### src/rtl/alu_pkg.sv
// Shared ALU opcode encodings, FSM state type and shift helpers for the execute stage.
// ALU_BARREL_SHIFT_EN selects the single-cycle full-shift function over the iterative shifter.
package alu_pkg;

  localparam int XLEN    = 32;
  localparam int SHAMT_W = 5;

  localparam logic [4:0] ALU_ADD     = 5'd0;
  localparam logic [4:0] ALU_SUB     = 5'd1;
  localparam logic [4:0] ALU_SLT     = 5'd2;
  localparam logic [4:0] ALU_SLTU    = 5'd3;
  localparam logic [4:0] ALU_XOR     = 5'd4;
  localparam logic [4:0] ALU_OR      = 5'd5;
  localparam logic [4:0] ALU_AND     = 5'd6;
  localparam logic [4:0] ALU_LUI     = 5'd7;
  localparam logic [4:0] ALU_UNKNOWN = 5'd8;
  localparam logic [4:0] ALU_SLL     = 5'd9;
  localparam logic [4:0] ALU_SRL     = 5'd10;
  localparam logic [4:0] ALU_SRA     = 5'd11;

`ifdef ALU_BARREL_SHIFT_EN
  typedef enum logic [1:0] {
    ST_IDLE = 2'd0,
    ST_HOLD = 2'd2
  } alu_state_e;

  function automatic logic [XLEN-1:0] alu_full_shift(input logic [XLEN-1:0] v,
                                                     input logic [SHAMT_W-1:0] sh,
                                                     input logic [4:0] op);
    logic [XLEN-1:0] r;
    case (op)
      ALU_SLL: r = v << sh;
      ALU_SRL: r = v >> sh;
      ALU_SRA: r = $signed(v) >>> sh;
      default: r = v;
    endcase
    return r;
  endfunction
`else
  typedef enum logic [1:0] {
    ST_IDLE  = 2'd0,
    ST_SHIFT = 2'd1,
    ST_HOLD  = 2'd2
  } alu_state_e;
`endif

  function automatic logic is_shift_op(input logic [4:0] op);
    return (op == ALU_SLL) || (op == ALU_SRL) || (op == ALU_SRA);
  endfunction

endpackage

### src/rtl/alu_shift_step.sv
// Combinational single-bit shift step: SLL/SRL fill zero, SRA replicates bit XLEN-1.
// Zero latency, no flow control; any non-shift op passes the value through.
module alu_shift_step
  import alu_pkg::*;
(
  input  logic [XLEN-1:0] value_in,
  input  logic [4:0]      op,
  output logic [XLEN-1:0] value_out
);

  always_comb begin
    value_out = value_in;
    case (op)
      ALU_SLL: value_out = {value_in[XLEN-2:0], 1'b0};
      ALU_SRL: value_out = {1'b0, value_in[XLEN-1:1]};
      ALU_SRA: value_out = {value_in[XLEN-1], value_in[XLEN-1:1]};
      default: value_out = value_in;
    endcase
  end

endmodule

### src/rtl/execute_alu_core.sv
// Execute-stage ALU back end: 1-cycle arithmetic/logic, shamt-cycle iterative shifts (1 cycle
// with ALU_BARREL_SHIFT_EN); result held in HOLD until out_ready, in_ready only in IDLE.
module execute_alu_core
  import alu_pkg::*;
(
  input  logic            clk,
  input  logic            reset,
  input  logic [XLEN:0]   in_a,
  input  logic [XLEN:0]   in_b,
  input  logic [4:0]      alu_op,
  input  logic            in_valid,
  output logic            in_ready,
  output logic [XLEN-1:0] out_result,
  output logic            out_illegal,
  output logic            out_valid,
  input  logic            out_ready
);

  alu_state_e      state_q, state_d;
  logic [XLEN-1:0] result_q, result_d;
  logic            illegal_q, illegal_d;
  logic            valid_q, valid_d;

  logic [XLEN:0]   diff;
  logic [XLEN-1:0] alu_res;
  logic            alu_ill;

  assign in_ready    = (state_q == ST_IDLE);
  assign out_result  = result_q;
  assign out_illegal = illegal_q;
  assign out_valid   = valid_q;

  always_comb begin
    diff    = in_a - in_b;
    alu_res = '0;
    alu_ill = 1'b0;
    case (alu_op)
      ALU_ADD:  alu_res = in_a[XLEN-1:0] + in_b[XLEN-1:0];
      ALU_SUB:  alu_res = diff[XLEN-1:0];
      ALU_SLT:  alu_res = {{(XLEN-1){1'b0}}, $signed(in_a[XLEN-1:0]) < $signed(in_b[XLEN-1:0])};
      ALU_SLTU: alu_res = {{(XLEN-1){1'b0}}, diff[XLEN]};
      ALU_XOR:  alu_res = in_a[XLEN-1:0] ^ in_b[XLEN-1:0];
      ALU_OR:   alu_res = in_a[XLEN-1:0] | in_b[XLEN-1:0];
      ALU_AND:  alu_res = in_a[XLEN-1:0] & in_b[XLEN-1:0];
      ALU_LUI:  alu_res = in_b[XLEN-1:0];
`ifdef ALU_BARREL_SHIFT_EN
      ALU_SLL, ALU_SRL, ALU_SRA:
        alu_res = alu_full_shift(in_a[XLEN-1:0], in_b[SHAMT_W-1:0], alu_op);
`else
      // Only reached for shamt==0; non-zero shifts go through the step datapath.
      ALU_SLL, ALU_SRL, ALU_SRA: alu_res = in_a[XLEN-1:0];
`endif
      default:  alu_ill = 1'b1;
    endcase
  end

`ifndef ALU_BARREL_SHIFT_EN
  logic [XLEN-1:0]    work_q, work_d;
  logic [SHAMT_W-1:0] cnt_q, cnt_d;
  logic [4:0]         op_q, op_d;
  logic [XLEN-1:0]    step_in, step_out;
  logic [4:0]         step_op;
  logic [SHAMT_W-1:0] shamt;

  // The first bit is shifted on the accept edge so total latency equals shamt.
  assign step_in = (state_q == ST_IDLE) ? in_a[XLEN-1:0] : work_q;
  assign step_op = (state_q == ST_IDLE) ? alu_op : op_q;
  assign shamt   = in_b[SHAMT_W-1:0];

  alu_shift_step u_shift_step (
    .value_in  (step_in),
    .op        (step_op),
    .value_out (step_out)
  );
`endif

  always_comb begin
    state_d   = state_q;
    result_d  = result_q;
    illegal_d = illegal_q;
    valid_d   = valid_q;
`ifndef ALU_BARREL_SHIFT_EN
    work_d    = work_q;
    cnt_d     = cnt_q;
    op_d      = op_q;
`endif
    case (state_q)
      ST_IDLE: begin
        if (in_valid) begin
`ifndef ALU_BARREL_SHIFT_EN
          if (is_shift_op(alu_op) && (shamt > 1)) begin
            op_d    = alu_op;
            work_d  = step_out;
            cnt_d   = shamt - 1'b1;
            state_d = ST_SHIFT;
          end else if (is_shift_op(alu_op) && (shamt == 1)) begin
            result_d  = step_out;
            illegal_d = 1'b0;
            valid_d   = 1'b1;
            state_d   = ST_HOLD;
          end else
`endif
          begin
            result_d  = alu_res;
            illegal_d = alu_ill;
            valid_d   = 1'b1;
            state_d   = ST_HOLD;
          end
        end
      end
`ifndef ALU_BARREL_SHIFT_EN
      ST_SHIFT: begin
        work_d = step_out;
        cnt_d  = cnt_q - 1'b1;
        if (cnt_q == 1) begin
          result_d  = step_out;
          illegal_d = 1'b0;
          valid_d   = 1'b1;
          state_d   = ST_HOLD;
        end
      end
`endif
      ST_HOLD: begin
        if (out_ready) begin
          valid_d = 1'b0;
          state_d = ST_IDLE;
        end
      end
      default: state_d = ST_IDLE;
    endcase
  end

  always_ff @(posedge clk) begin
    if (reset) begin
      state_q   <= ST_IDLE;
      result_q  <= '0;
      illegal_q <= 1'b0;
      valid_q   <= 1'b0;
`ifndef ALU_BARREL_SHIFT_EN
      work_q    <= '0;
      cnt_q     <= '0;
      op_q      <= ALU_ADD;
`endif
    end else begin
      state_q   <= state_d;
      result_q  <= result_d;
      illegal_q <= illegal_d;
      valid_q   <= valid_d;
`ifndef ALU_BARREL_SHIFT_EN
      work_q    <= work_d;
      cnt_q     <= cnt_d;
      op_q      <= op_d;
`endif
    end
  end

endmodule
### config.mk
export PLATFORM = sky130hd
export DESIGN_NAME = execute_alu_core
export DESIGN_NICKNAME = d
export VERILOG_FILES = /design/src/rtl/alu_pkg.sv /design/src/rtl/alu_shift_step.sv /design/src/rtl/execute_alu_core.sv
export SDC_FILE = /design/constraint.sdc
export NUM_CORES = 1
export LEC_CHECK = 0
export CAP_MARGIN = 20
export CORE_ASPECT_RATIO = 0.75
export CORE_MARGIN = 1
export CORE_UTILIZATION = 30
export CTS_BUF_LIST = sky130_fd_sc_hd__clkbuf_8
export DETAILED_ROUTE_END_ITERATION = 8
export PLACE_DENSITY_LB_ADDON = 0.15
export SLEW_MARGIN = 40
export SYNTH_ARGS = -nofsm -noshare
export SYNTH_HDL_FRONTEND = slang
export SYNTH_HIERARCHICAL = 1
export SYNTH_SLANG_ARGS = --single-unit
### constraint.sdc
create_clock -name clk -period 3.7 [get_ports clk]
set_input_delay 0.555 -clock clk [delete_from_list [all_inputs] [get_ports clk]]
set_output_delay 0.555 -clock clk [all_outputs]
set_load 0.02 [all_outputs]
# Yosys cells after proc, flatten, opt, wreduce, memory -nomap -nowiden
# Cells that the tools add are included.
# W data, S select, Z words.
# word_totals
regBits,78
input_bits,75
# classes
add_sub_neg,4
n_lt_le_gt_ge,2
eq_ne,22
n_mux,31
bitwise,3
n_reduce_logical,15
# op_table
operator,count
$pmux W32 S9,1
$mux W32,7
$pmux W32 S2,2
$pmux W32 S3,1
$sub A33 B33 Y33,1
$add A32 B32 Y32,1
$and A32 B32 Y32,1
$lt A32 B32 Y1,1
$or A32 B32 Y32,1
$xor A32 B32 Y32,1
$eq A5 B4 Y1 const B,6
$eq A5 B3 Y1 const B,4
$eq A5 B1 Y1 const B,3
$mux W5,3
$reduce_or A11 Y1,1
$eq A5 B2 Y1 const B,2
$pmux W5 S2,1
$sub A5 B1 Y5 const B,2
$mux W1,9
$reduce_and A3 Y1,3
$mux W2,4
$ne A2 B2 Y1 const B,4
$pmux W2 S3,1
$gt A5 B1 Y1 const B,1
other kinds (14),16

# Longest topological paths before layout
# Gate-level depths: netlist of run 1.
# logic_depth
ltp_word,8
depth_mapped,14

# Cells and area by module
# The synthesis of run 1 kept the hierarchy.
# by_module_without_submodules
module,n_inst,cells_each,area_each_um2
execute_alu_core,1,1275,9063.7
alu_shift_step,1,118,730.7

# Worst setup path before layout of run 1
# No wires, ideal clock.
# synth_timing
kind,flip-flop to flip-flop
from,register state_q[1]
to,"register result_q[20], in the netlist out_result[20]"
t_arrival_ns,3.246
required_time_ns,3.555
slack_ns,0.309
path_stages_with_launch,14
path_buffers,4
period_less_slack_ns,3.391
path_cell_list,dfxtp_1 -> nor2_1 -> buf_1 -> buf_1 -> mux2_2 -> or3b_1 -> buf_2 -> buf_6 -> o32ai_1 -> nor2_1 -> a222oi_1 -> nand3_1 -> nor2_1 -> a2111oi_0
# synth_via
elab_chain_len,8
word_cells_on_any_way,18
# synth_lines
item,line_no,text
"start, declared",execute_alu_core.sv:19,"alu_state_e state_q, state_d;"
"start signal, assigned",execute_alu_core.sv:145,state_q <= state_d;
$logic_not A2 Y1 *,--,
via in_ready,execute_alu_core.sv:12,"output logic in_ready,"
$mux W5 *,execute_alu_core.sv:67,assign step_op = (state_q == ST_IDLE) ? alu_op : op_q;
via step_op[2],execute_alu_core.sv:62,logic [4:0] step_op;
$eq A5 B4 Y1,alu_shift_step.sv:13,case (op)
$pmux W32 S3 *,alu_shift_step.sv:13,
via step_out[20],execute_alu_core.sv:61,"logic [XLEN-1:0] step_in, step_out;"
$mux W32,execute_alu_core.sv:96,end else if (is_shift_op(alu_op) && (shamt == 1)) begin
$mux W32,execute_alu_core.sv:91,if (is_shift_op(alu_op) && (shamt > 1)) begin
$mux W32,execute_alu_core.sv:89,if (in_valid) begin
$pmux W32 S2 *,execute_alu_core.sv:87,case (state_q)
"end signal, assigned",execute_alu_core.sv:146,result_q <= result_d;
"end, declared",execute_alu_core.sv:20,"logic [XLEN-1:0] result_q, result_d;"
# The timed path passes the listed nets; every way through them passes the cells marked *. The select of a mux whose other input is x is not followed.
# A chain may end at the register's enable or synchronous reset.

# Final worst setup path of run 1
# layout_timing
from,input port in_a[0]
to,"register result_q[30], in the netlist out_result[30]"
# layout_via
elab_chain_len,6
word_cells_on_any_way,7
# layout_lines
item,line_no,text
"start, declared",execute_alu_core.sv:8,"input logic [XLEN:0] in_a,"
$sub A33 B33 Y33 or $add A32 B32 Y32 (tied branches),"execute_alu_core.sv:34, execute_alu_core.sv:38",
$pmux W32 S9 *,execute_alu_core.sv:37,case (alu_op)
$mux W32 *,execute_alu_core.sv:96,
$mux W32 *,execute_alu_core.sv:91,
$mux W32 *,execute_alu_core.sv:89,
$pmux W32 S2 *,execute_alu_core.sv:87,
# Mark *: on every way between the ends. The rest lies on a longest branch, timed or not. The select of a mux whose other input is x is not followed.

==> results of run 1 <==
-- timing repair --
item / 4_1_cts / 5_1_grt
resized for setup: 0 / 7
hold endpoints to repair: 0 / 0
buffers inserted: 0 / 0
setup endpoints to repair: 0 / 9
-- area by class of cell --
type                            instances  area [sq um]
Tap cell                              435           544
Inverter                              104           390
Clock inverter                          7          43.8
Multi-Input combinational cell       1106          7500
Timing Repair Buffer                  365          3100
Fill cell                            3368         18400
Sequential cell                        78          1560
Clock buffer                            9           124
-- worst register-to-register path, cell delays in order, from the launching register on --
cell                       delay [ns]
sky130_fd_sc_hd__dfxtp_1         0.43
sky130_fd_sc_hd__nor2_4          0.21
sky130_fd_sc_hd__buf_4           0.34
sky130_fd_sc_hd__mux2_2          0.40
sky130_fd_sc_hd__nand2b_1        0.29
sky130_fd_sc_hd__buf_4           0.32
sky130_fd_sc_hd__o32ai_1         0.11
sky130_fd_sc_hd__nor2_1          0.26
sky130_fd_sc_hd__a21oi_1         0.11
sky130_fd_sc_hd__nor2_1          0.13
sky130_fd_sc_hd__a21oi_1         0.06
sky130_fd_sc_hd__a311oi_1        0.24
-- registers in the layout (all words and copies together), names as in the netlist --
name / cells
out_result: 32
work_q: 32
cnt_q: 5
op_q: 5
state_q: 2
out_illegal: 1
out_valid: 1
-- cell usage after synthesis (all sizes together) (8+ instances only) --
library cell / number / area [sq um]
a211oi: 24 / 185
a21o: 22 / 173
a21oi: 132 / 661
a221oi: 41 / 359
a22oi: 15 / 113
a311oi: 11 / 103
a31oi: 16 / 100
and3: 9 / 56.3
buf: 22 / 111
clkbuf: 83 / 312
dfxtp: 78 / 1560
ha: 100 / 1250
inv: 104 / 390
mux2: 37 / 417
nand2: 143 / 537
nand2b: 9 / 56.3
nand3: 39 / 195
nand4: 9 / 56.3
nor2: 133 / 499
nor2b: 12 / 75.1
nor3: 30 / 150
nor4: 8 / 50.1
o211ai: 14 / 105
o21ai: 77 / 385
o21bai: 15 / 113
o22ai: 34 / 213
o31ai: 13 / 97.6
o32ai: 33 / 289
xnor2: 23 / 201
-- metrics by stage --
stage	instance area, sq um	setup TNS, ns
final	13300	0
after global routing	13300	0
after CTS	13200	0
after detailed placement	13100	-4.69
after global placement	13100	-4.35
after floorplan	9790	0
-- routing by layer --
metal	up-vias	part of all wire [%]
met1	5768	48
met4	0	2.0
met2	471	43
met5	-	0
li1	5673	-
met3	60	6.1
-- cell families after synthesis --
group                      Yosys count  share of synthesized area [%]
xor gates and xnor gates            28                           2.50
AOI/OAI and AO/OA                  504                           35.0
DFF                                 78                           15.9
adders and majority gates          102                           13.2
buffers and inverters              209                           8.30
and+or+nand+nor                    428                           20.1
muxes                               44                           4.97
-- report_power, final --
| part | total [uW] | leakage (uW) | internal, uW | switching [uW] |
|---|---|---|---|---|
| clock network | 649 | 0.0000896 | 240 | 409 |
| registers | 955 | 0.000635 | 904 | 50.7 |
| logic | 2080 | 0.00485 | 899 | 1180 |
| total | 3680 | 0.00558 | 2040 | 1640 |
-- final timing paths --
kind	end	cells past startpoint	slack [ns]
worst max register to register	out_result[14]	11	0.71
worst max-delay path	out_result[30]	14	0.10
worst min-delay path	work_q[30]	2	0.45
worst min register to register	work_q[30]	2	0.45
==> impl.org, run 1 <==
** Status
- Result of the run :: finished clean

** Floorplanning
- The floorplan step defined a die boundary enclosing between 30000 and 40000 sq um.
- Row count :: 56
- Horizontal die dimension :: between 200 and 250 um
- In this run the vertical extent of the chip is 158 um.
- After floorplanning, the core was sized to cover 31700 sq um.
- 110 I/O pins were placed.
- Once the floorplan was initialized, standard cells occupied 30.9% of the core.

** Global routing
- Global routing consumed, on the met1 layer, 38.3% of the routing resources.
- Number of antenna violations at the first check in global routing :: 0
- Global routing consumed, on the met3 layer, around 3.9% of the routing resources.
- Overall fraction of global-route tracks in use :: 27.0%
- GRT Residual Overflow :: 0
- After global routing, the most crowded layer is met2.
- Entering global routing, the biggest net connects 34 pins.
- For this run, global-route usage on met2 was measured as 42.6%.
- The number of global-route vias before repair was about 11000.
- The first global-routing pass estimated 68400 um of wire.

** Worst setup path
- Cell family contributing the most delay on the critical path :: compound AO/OA/AOI/OAI gates
- By startpoint and endpoint, the worst setup path is classified as input port to flip-flop.
- Of all nets on the critical path, the largest fanout is 4.
- Setup crit start :: in_a[0]
- Worst path buffer plus inverter count :: 3
- The worst setup path is launched from an input port.
- In this run the critical register-to-register path is launched from state_q[1].
- Data on the critical path arrives at its endpoint at 3.92 ns.
- For this run, the slowest stage of the critical path takes 0.45 ns.
- Sequence of cells on the critical path :: clkdlybuf4s50_1 -> ha_1 -> fa_1 -> a211oi_1 -> buf_4 -> o21ai_1 -> a221oi_1 -> buf_4 -> o31a_1 -> o41ai_4 -> a41oi_2 -> o21ai_0 -> mux2i_1 -> o31a_1
- Sort of element at the end of the critical path :: flip-flop
- Slowest cell on the critical path :: sky130_fd_sc_hd__clkdlybuf4s50_1
- For the worst setup path, the data required time is 4.02 ns.

** STA
- Setup slack on the critical path of the routed design comes to a little over 0.1 ns.
- Subtracting the final worst setup slack from the clock period gives 3.60 ns.
- Setup repair after global routing left no endpoint under its margin.
- F_max :: 0.278 GHz
- Post-Route Skew :: approximately 0.013 ns
- The worst pin sits at a relative slew slack of 42.2%.
- Measured slew at the worst slew-check pin :: 0.868 ns
- The count of final hold-check violations came to 0.
- Hold timing on the final database bottoms out at a slack of 0.454 ns.
- Setup violations remaining at the end of the flow were counted as 0.
- The worst path uses 97.2% of the clock period.
- Max-slew violation total from the final report :: 0

** Finish
- 0 antenna diodes ended up in the layout.
- Total Nets Final :: ~1800
- In the layout the commonest cells are 249 x sky130_fd_sc_hd__buf_4, 143 x sky130_fd_sc_hd__nand2_1, 131 x sky130_fd_sc_hd__a21oi_1.
- Final core area utilization :: 41.9%
- Of the cells placed in the final design, the portion with a size suffix greater than 1 is 19.9%.
- Once layout is complete, the cells apart from fillers number 2104.
- Area growth from synthesis to layout :: 35.3%
- Most frequent standard cell in the layout excluding fill and tap cells :: sky130_fd_sc_hd__buf_4

** Detailed routing
- Total number of vias :: between 10000 and 15000
- First-pass iteration count of the detailed router :: 5
- Post-detailed-route count of antenna-violating nets :: 0
- Via-per-instance ratio :: ~5.7
- Dividing the detail-routed wire length by the instance count gives 21.7 um.
- Final routed DRC violation total :: 0
- Wires add up to 45600 um.
- For this block, the initial DRC count from the detailed router was roughly 1200.

** Placement
- Global placer's final weighted congestion :: 0.913
- Port bufs :: 109
- Before CTS, the worst setup slack after placement is -0.365 ns.
- Post-DP HPWL :: 35700 um
- Placed Cells incl. Taps :: 2088

** Synth
- Number of storage elements in the synthesis netlist :: 78
- Synth Instances :: 1393
- The average instance in the mapped netlist occupies 7.03 sq um.
- Synthesized net count :: 1570
- Netlist area before placement :: 9790 sq um
- EDFF count, synth :: 0
- Counting distinct cell types in the post-synthesis netlist gives 78.
- Fraction of registers with async set/reset :: 0%
- Sequential cells were found to cover 15.9% of the synthesized design area.
- For this run, the number of Yosys warnings is 6.
- Most common flop cell mapped by yosys :: sky130_fd_sc_hd__dfxtp_1

** Clocking
- Maximum number of buffers from clock root to sink :: 2
- Clock tree synthesis selected as its root buffer the cell sky130_fd_sc_hd__clkbuf_8.
- Clock latency on the worst-skew pair, taken at its later pin, is 0.42 ns.
- The clock net in this run drives a total of 78 sinks.
- TritonCTS built the clock tree.
- In this run the number of H-tree levels came out at 3.
- After clock tree synthesis, the flow added hold-fix buffers numbering 0.
- Clock transition at the register clock pins on the worst setup and hold paths after CTS :: 0.10 ns
- Buffers inserted during clock tree synthesis total 9.

** Pwr
- Across the VDD grid, the largest voltage drop is 0.166 mV.
- The design draws approximately 3700 uW.
- Dividing total power by cell area gives a power density of 278 nW/um^2.
- Leakage power figure :: 0.00558 uW

** Flow run
- The tool flagged a number of max-cap violations equal to 0.

** Worst hold path
- The tightest min-delay check is of the flip-flop to flip-flop type.
- Hold path startpoint :: work_q[30]
No activity file was read; power rests on OpenSTA's default activity.
==> inputs of run 2 (changes only) <==
- DONT_BUFFER_PORTS: unset -> 1
- clock period: 3.7 -> 3.2 ns (I/O delays scaled with it)
==> impl.org, run 2 (synthesized netlist as in run 1, its figures left out) <==
** Detailed routing
- Final routed DRC violation total :: 0 (unchanged)
- The per-cell routed wire length was 24.1 um (was 21.7 um).
- The via-per-instance ratio was 5.96 (was 5.69).
- Final wirelength :: 45100 um (was 45600 um)
- The detailed-route via count is 11100 (was 12000).
- Post-detailed-route count of antenna-violating nets :: 0 (unchanged)
- The DRC violation total after the first TritonRoute iteration is 985 (was 1170).
- First-pass iteration count of the detailed router :: 7 (was 5)

** Worst setup path
- The element type at the critical path start is an input port (unchanged).
- Dominant cell type by count on the critical path :: sky130_fd_sc_hd__o21ai_0
- The endpoint class of the critical path is a flip-flop (unchanged).
- The highest net fanout along the worst path came to 10 (was 4).
- The critical path start-end classification is input port to flip-flop (unchanged).
- Required time at the worst-slack endpoint :: 3.48 ns (was 4.02 ns)
- Worst path buffer plus inverter count :: 2 (was 3)
- Sequence of cells on the critical path: inv_1 -> ha_1 -> buf_4 -> a2111oi_0 -> o21ai_0 -> nand3_1 -> o22ai_1 -> nor3b_1 -> o21ai_0 -> xor2_1 -> a221oi_1 -> nor3_1 (was clkdlybuf4s50_1 -> ha_1 -> fa_1 -> a211oi_1 -> buf_4 -> o21ai_1 -> a221oi_1 -> buf_4 -> o31a_1 -> o41ai_4 -> a41oi_2 -> o21ai_0 -> mux2i_1 -> o31a_1).
- The cell at the slowest stage of the critical path is sky130_fd_sc_hd__a2111oi_0 (was sky130_fd_sc_hd__clkdlybuf4s50_1).
- Slowest stage delay, CP :: 0.53 ns (was 0.45 ns)
- The category of cells accounting for the largest share of critical-path delay is compound AO/OA/AOI/OAI gates (unchanged).
- Data arrival, critical path :: 3.36 ns (was 3.92 ns)

** Placement
- The weighted congestion reported at the end of routability-driven placement was 0.952 (was 0.913).
- Port bufs :: 0 (was 109)
- The number of placed instances, taps included came to 1854 (was 2088).
- Post-DP HPWL :: 34500 um (was 35700 um)

** STA
- The final critical path takes up 96.0% of the cycle.
- Final hold viol count :: 0 (unchanged)
- The measured slew at the worst slew-check pin was 0.788 ns (was 0.868 ns).
- Post-Route Skew :: 0.0229 ns (was 0.0132 ns)
- The smallest hold slack was 0.142 ns (was 0.454 ns).
- The final number of setup-violating endpoints came to 0 (unchanged).
- Final period demand of the worst path :: 3.07 ns
- Derived from the worst setup path, the maximum achievable clock frequency is approximately 0.33 GHz.
- The final count of pins violating max slew is 0 (unchanged).
- The relative slew slack was 46.1% (was 42.2%).
- RSZ-0062 raised after global routing :: no (unchanged)

** Clocking
- The post-CTS setup buffer count is 0 (unchanged).
- The insertion delay to the later sink of the worst-skew pair is 0.41 ns (was 0.42 ns).
- The cell at the root of the clock tree is sky130_fd_sc_hd__clkbuf_8 (unchanged).
- The number of cells upsized or downsized after cts came to 0 (unchanged).
- The number of clock sinks came to 78 (unchanged).
- The clock tree from TritonCTS is done (unchanged).
- Clock buffers created by TritonCTS :: 9 (unchanged)
- The number of hold buffers added after CTS was 0 (unchanged).
- The maximum number of buffers from clock root to sink is 2 (unchanged).
- Clock transition at the register clock pins on the worst setup and hold paths after CTS :: 0.11 ns (was 0.10 ns)
- The number of levels the H-tree was split into is 3 (unchanged).

** Pwr
- The worst-case vdd ir drop was 0.181 mV (was 0.166 mV).
- PwrDens :: 361 nW/um^2 (was 278 nW/um^2)
- Leakage power figure :: 0.00456 uW (was 0.00558 uW)

** Worst hold path
- Type of the tightest min-delay check :: input port to flip-flop (was flip-flop to flip-flop)

** Finish
- The area overhead of the layout relative to synthesis came to 14.5% (was 35.3%).
- Area occupied by multi-input gates :: 7460 sq um (was 7500 sq um)
- Most frequent standard cell in the layout excluding fill and tap cells :: sky130_fd_sc_hd__nand2_1 (was sky130_fd_sc_hd__buf_4)
- The core utilization of the finished layout came to 35.4% (was 41.9%).
- Most used cells in the layout excluding fill and tap cells :: 143 x sky130_fd_sc_hd__nand2_1, 132 x sky130_fd_sc_hd__a21oi_1, 128 x sky130_fd_sc_hd__nor2_1 (was 249 x sky130_fd_sc_hd__buf_4, 143 x sky130_fd_sc_hd__nand2_1, 131 x sky130_fd_sc_hd__a21oi_1)
- The area taken by flip-flops and latches came to 1560 sq um (unchanged).
- Total Nets Final :: 1607 (was 1841)
- Share of post-route cells with drive strength above 1 :: 14.2% (was 19.9%)
- The number of filler cells placed in the layout is 3461 (was 3368).
- Cell Count, Final, Fillers Out :: 1870 (was 2104)

** Global routing
- The maximum number of pins on one net before global-route repair was 81 (was 34).
- Number of global-route vias before repair :: 10400 (was 11200)
- The overall fraction of global-route tracks in use was 26.9% (was 27.0%).
- Global-route wire length before repair :: 67500 um (was 68400 um)
- The total global routing overflow was 0 (unchanged).
- Number of antenna violations at the first check in global routing :: 1 (was 0)

** Floorplanning
- Starting Density :: 30.9% (unchanged)
- Row count :: 56 (unchanged)
- I/O pins :: 110 (unchanged)
- The horizontal die dimension is 211 um (unchanged).
- Y dimension of the die :: 158 um (unchanged)
- The total die area is 33400 sq um (unchanged).
- The core footprint was 31700 sq um (unchanged).

** Status
- Result of the run: finished clean (unchanged).

** Flow run
- The count of maximum capacitance violations came to 0 (unchanged).
-- run 2: cell type report --
class                           instances  share of cell area (%)
Tap cell                              435                    4.85
Clock inverter                          4                   0.625
Sequential cell                        78                    13.9
Antenna cell                            1                  0.0223
Timing Repair Buffer                  131                    9.22
Multi-Input combinational cell       1106                    66.5
Inverter                              104                    3.48
Clock buffer                           11                    1.35
-- run 2: worst register-to-register path: stages, from the launching register on --
cell,delay [ns]
sky130_fd_sc_hd__dfxtp_1,0.39
sky130_fd_sc_hd__nor2_4,0.25
sky130_fd_sc_hd__mux2_2,0.39
sky130_fd_sc_hd__or3b_1,0.51
sky130_fd_sc_hd__buf_4,0.25
sky130_fd_sc_hd__o32ai_1,0.43
sky130_fd_sc_hd__nor2_1,0.20
sky130_fd_sc_hd__nand3_1,0.10
sky130_fd_sc_hd__a21oi_1,0.09
sky130_fd_sc_hd__a311o_1,0.26
-- run 2: path summary, 6_finish.rpt --
path                          to       start  cells past startpoint  slack (ns)
setup / recovery  out_result[27]     in_b[6]                     12        0.13
hold reg to reg       work_q[30]  work_q[30]                      2        0.45
hold / removal         work_q[1]       reset                      1        0.14
setup reg to reg  out_result[26]  state_q[0]                      9        0.22
-- run 2: where the power goes --
group	internal [uW]	leakage, uW	switching (uW)	total [uW]
sequential	1050	0.000635	120	1170
clock	476	0.000115	448	924
combinational	768	0.00381	1190	1950
-- run 2: per-stage QoR --
| stage | cell area [sq um] | total power (uW) | setup slack, ns | setup TNS (ns) |
|---|---|---|---|---|
| 2_1_floorplan | 9800 | 2420 | 0.0151 | 0 |
| 3_3_place_gp | 11000 | 3090 | -0.194 | -1.49 |
| 3_5_place_dp | 11000 | 3090 | -0.181 | -0.659 |
| 4_1_cts | 11200 | 4030 | 0.231 | 0 |
| 5_1_grt | 11200 | 4260 | 0.0162 | 0 |
| 6_report | 11200 | 4040 | 0.127 | 0 |
-- run 2: layer usage --
layer	part of all wire, %	vias to the layer above	global-route usage [%]	routed length (um)
met4	1.9	0	6.59	849
met5	0	-	0	0
met1	47	5346	38.4	21200
li1	-	5208	-	-
met2	41	530	39.8	18600
met3	9.8	53	6.98	4420
==> inputs of run 3 (changes only) <==
- CTS_CLUSTER_DIAMETER: unset -> 30
- MAX_ROUTING_LAYER: unset -> met4
- SLEW_MARGIN: 40 -> 20
==> impl.org, run 3 (synthesized netlist as in run 1, its figures left out) <==
** Status
- Result of the run :: finished clean (unchanged)

** Finish
- Most used cells in the layout excluding fill and tap cells :: 143 x sky130_fd_sc_hd__nand2_1, 132 x sky130_fd_sc_hd__a21oi_1, 128 x sky130_fd_sc_hd__nor2_1 (unchanged)
- Most frequent standard cell in the layout excluding fill and tap cells :: sky130_fd_sc_hd__nand2_1 (unchanged)
- Share of post-route cells with drive strength above 1 :: 14.1% (was 14.2%)
- The area overhead of the layout relative to synthesis was 14.3% (was 14.5%).
- The post-route standard cell area excluding fillers was 11200 sq um (about the same).
- Total Nets Final :: 1604 (was 1607)
- The number of filler cells placed in the layout came to 3443 (was 3461).

** Worst setup path
- Data arrival, critical path :: 3.33 ns (was 3.36 ns)
- Setup crit start kind :: input port (unchanged)
- Slowest stage delay, CP :: 0.41 ns (was 0.53 ns)
- Worst-case reg-to-reg path depth :: 10 (was 9)
- The cell at the slowest stage of the critical path is sky130_fd_sc_hd__fa_1 (was sky130_fd_sc_hd__a2111oi_0).
- Cell family contributing the most delay on the critical path :: compound AO/OA/AOI/OAI gates (unchanged)
- Sort of element at the end of the critical path :: flip-flop (unchanged)
- Class of the most critical setup path :: input port to flip-flop (unchanged)
- Top fanout value on the critical path :: 4 (was 10)
- Sequence of cells on the critical path :: ha_1 -> fa_1 -> a211oi_1 -> buf_4 -> o21ai_1 -> a221oi_1 -> buf_4 -> o31a_1 -> o41ai_2 -> a41oi_1 -> o21ai_0 -> mux2i_1 -> o31a_1 (was inv_1 -> ha_1 -> buf_4 -> a2111oi_0 -> o21ai_0 -> nand3_1 -> o22ai_1 -> nor3b_1 -> o21ai_0 -> xor2_1 -> a221oi_1 -> nor3_1)
- The critical path data required time is 3.51 ns (was 3.48 ns).
- Worst path buffer plus inverter count :: 2 (unchanged)
- The cell count along the critical path is 13 (was 12).

** Clocking
- The total clock buffers created by CTS was 9 (unchanged).
- Maximum number of buffers from clock root to sink :: 2 (unchanged)
- The insertion delay to the later sink of the worst-skew pair was 0.40 ns (was 0.41 ns).
- Number of buffers added for setup after CTS :: 0 (unchanged)
- The number of levels the H-tree was split into was 3 (unchanged).
- The CTS clock-pin slew for the worst setup and hold paths was 0.11 ns (about the same).
- Clock sinks :: 78 (unchanged)
- The cell at the root of the clock tree is sky130_fd_sc_hd__clkbuf_8 (unchanged).
- TritonCTS clock tree :: done (unchanged)

** Detailed routing
- First-pass iteration count of the detailed router :: 5 (was 7)
- Total number of vias :: 11100 (about the same)
- The DRC violation total after the first TritonRoute iteration came to 939 (was 985).
- Final routed DRC violation total :: 0 (unchanged)
- The per-cell routed wire length came to 24.0 um (was 24.1 um).
- Via-per-instance ratio :: 5.94 (was 5.96)
- Final wirelength :: 44900 um (was 45100 um)
- The remaining antenna violation count after routing came to 0 (unchanged).

** Worst hold path
- The instance count along the most critical hold path came to 1 (unchanged).
- The class of the most critical hold timing path is input port to flip-flop (unchanged).

** STA
- Setup TNS Final :: 0 ns (unchanged)
- Crit share post-route :: 94.5% (was 96.0%)
- Measured slew at the worst slew-check pin :: 0.951 ns (was 0.788 ns)
- Worst max-slew margin expressed relative to the limit :: 36.6% (was 46.1%)
- Final period demand of the worst path :: 3.02 ns (was 3.07 ns)
- The worst clock skew came to 0.0176 ns (was 0.0229 ns).
- RSZ-0062 raised after global routing: no (unchanged).
- Number of failing setup endpoints in the final timing report :: 0 (unchanged)
- The achievable clock frequency was 0.331 GHz (was 0.325 GHz).
- Final hold viol count :: 0 (unchanged)
- Max-slew violation total from the final report :: 0 (unchanged)

** Flow run
- The count of maximum capacitance violations came to 0 (unchanged).

** Floorplanning
- The total die area came to 33400 sq um (unchanged).
- Horizontal die dimension :: 211 um (unchanged)
- Row count :: 56 (unchanged)
- The vertical die dimension came to 158 um (unchanged).
- I/O pins :: 110 (unchanged)
- Area inside the core boundary :: 31700 sq um (unchanged)
- Starting Density :: 30.9% (unchanged)

** Placement
- Global placer's final weighted congestion :: 0.974 (was 0.952)
- The cell area after placement came to 11000 sq um (about the same).
- The number of input and output port buffers inserted was 0 (unchanged).
- The HPWL after detailed placement was 34400 um (was 34500 um).

** Global routing
- Number of antenna violations at the first check in global routing :: 2 (was 1)
- The overall fraction of global-route tracks in use came to 27.8% (was 26.9%).
- Global-route wire length before repair :: 67800 um (was 67500 um)
- Maximum number of pins on one net before global-route repair :: 81 (unchanged)
- The total global routing overflow is 0 (unchanged).
- Number of global-route vias before repair :: 10400 (about the same)

** Pwr
- IR Drop Worst-Case VDD :: 0.190 mV (was 0.181 mV)
- Leakage power figure :: 0.00455 uW (was 0.00456 uW)
- PwrDens :: 359 nW/um^2 (was 361 nW/um^2)
-- run 3: cell types whose count changed in the layout (fill, tap and decap cells not counted) --
cell | previous run | this run
sky130_fd_sc_hd__buf_4 | 127 | 124
sky130_fd_sc_hd__clkbuf_8 | 11 | 9
sky130_fd_sc_hd__a221oi_1 | 41 | 40
sky130_fd_sc_hd__a221oi_2 | 0 | 1
sky130_fd_sc_hd__clkinv_4 | 0 | 1
sky130_fd_sc_hd__clkinvlp_4 | 0 | 1
sky130_fd_sc_hd__diode_2 | 1 | 2
sky130_fd_sc_hd__inv_1 | 104 | 105
-- run 3: path summary, 6_finish.rpt --
kind	from	end	slack, ns
worst max-delay path	in_a[0]	out_result[30]	0.18
worst min-delay path	reset	out_valid	0.13
worst min register to register	work_q[27]	work_q[27]	0.45
worst max register to register	state_q[0]	out_result[20]	0.21
-- run 3: layout make-up --
| cell class | instances | area (sq um) | area share, % |
|---|---|---|---|
| clock inverters | 7 | 90.1 | 0.805 |
| repair buffers | 128 | 1010 | 9.03 |
| inverters | 104 | 390 | 3.49 |
| multi-input cells | 1106 | 7470 | 66.7 |
| diodes | 2 | 5.00 | 0.0447 |
| clock buffers | 9 | 124 | 1.11 |
| well taps | 435 | 544 | 4.86 |
| flip-flops and latches | 78 | 1560 | 14.0 |
-- run 3: repair_timing --
action | in CTS | in global routing
gates resized for setup | 0 | 1
endpoints found under the setup margin | 0 | 1
hold buffers | 0 | 0
-- run 3: report_power, final --
| part | internal (uW) | leakage [uW] | switching (uW) | total (uW) |
|---|---|---|---|---|
| logic | 763 | 0.00380 | 1180 | 1940 |
| registers | 1050 | 0.000635 | 120 | 1170 |
| clock network | 436 | 0.000110 | 470 | 906 |
| total | 2250 | 0.00455 | 1770 | 4010 |
-- run 3: per-stage QoR --
stage                     instances  utilization, %  total power (uW)  hold slack, ns  setup slack (ns)
final                          1869            35.3              4010           0.133             0.175
after global routing           1869            35.3              4250           0.115            0.0311
after CTS                      1867            35.3              3990           0.118             0.102
after detailed placement       1851            34.6              3080           0.438            -0.200
after global placement         1851            34.6              3090           0.430            -0.175
after floorplan                1393               -              2420           0.429            0.0151
-- run 3: metal layers --
metal | wire length (um) | GRT usage [%] | vias to the layer above | share of wire, %
li1 | - | - | 5211 | -
met1 | 21300 | 38.5 | 5336 | 47
met2 | 18500 | 39.7 | 513 | 41
met3 | 4280 | 7.16 | 45 | 9.5
met4 | 857 | 7.14 | 0 | 1.9
met5 | 0 | - | - | 0
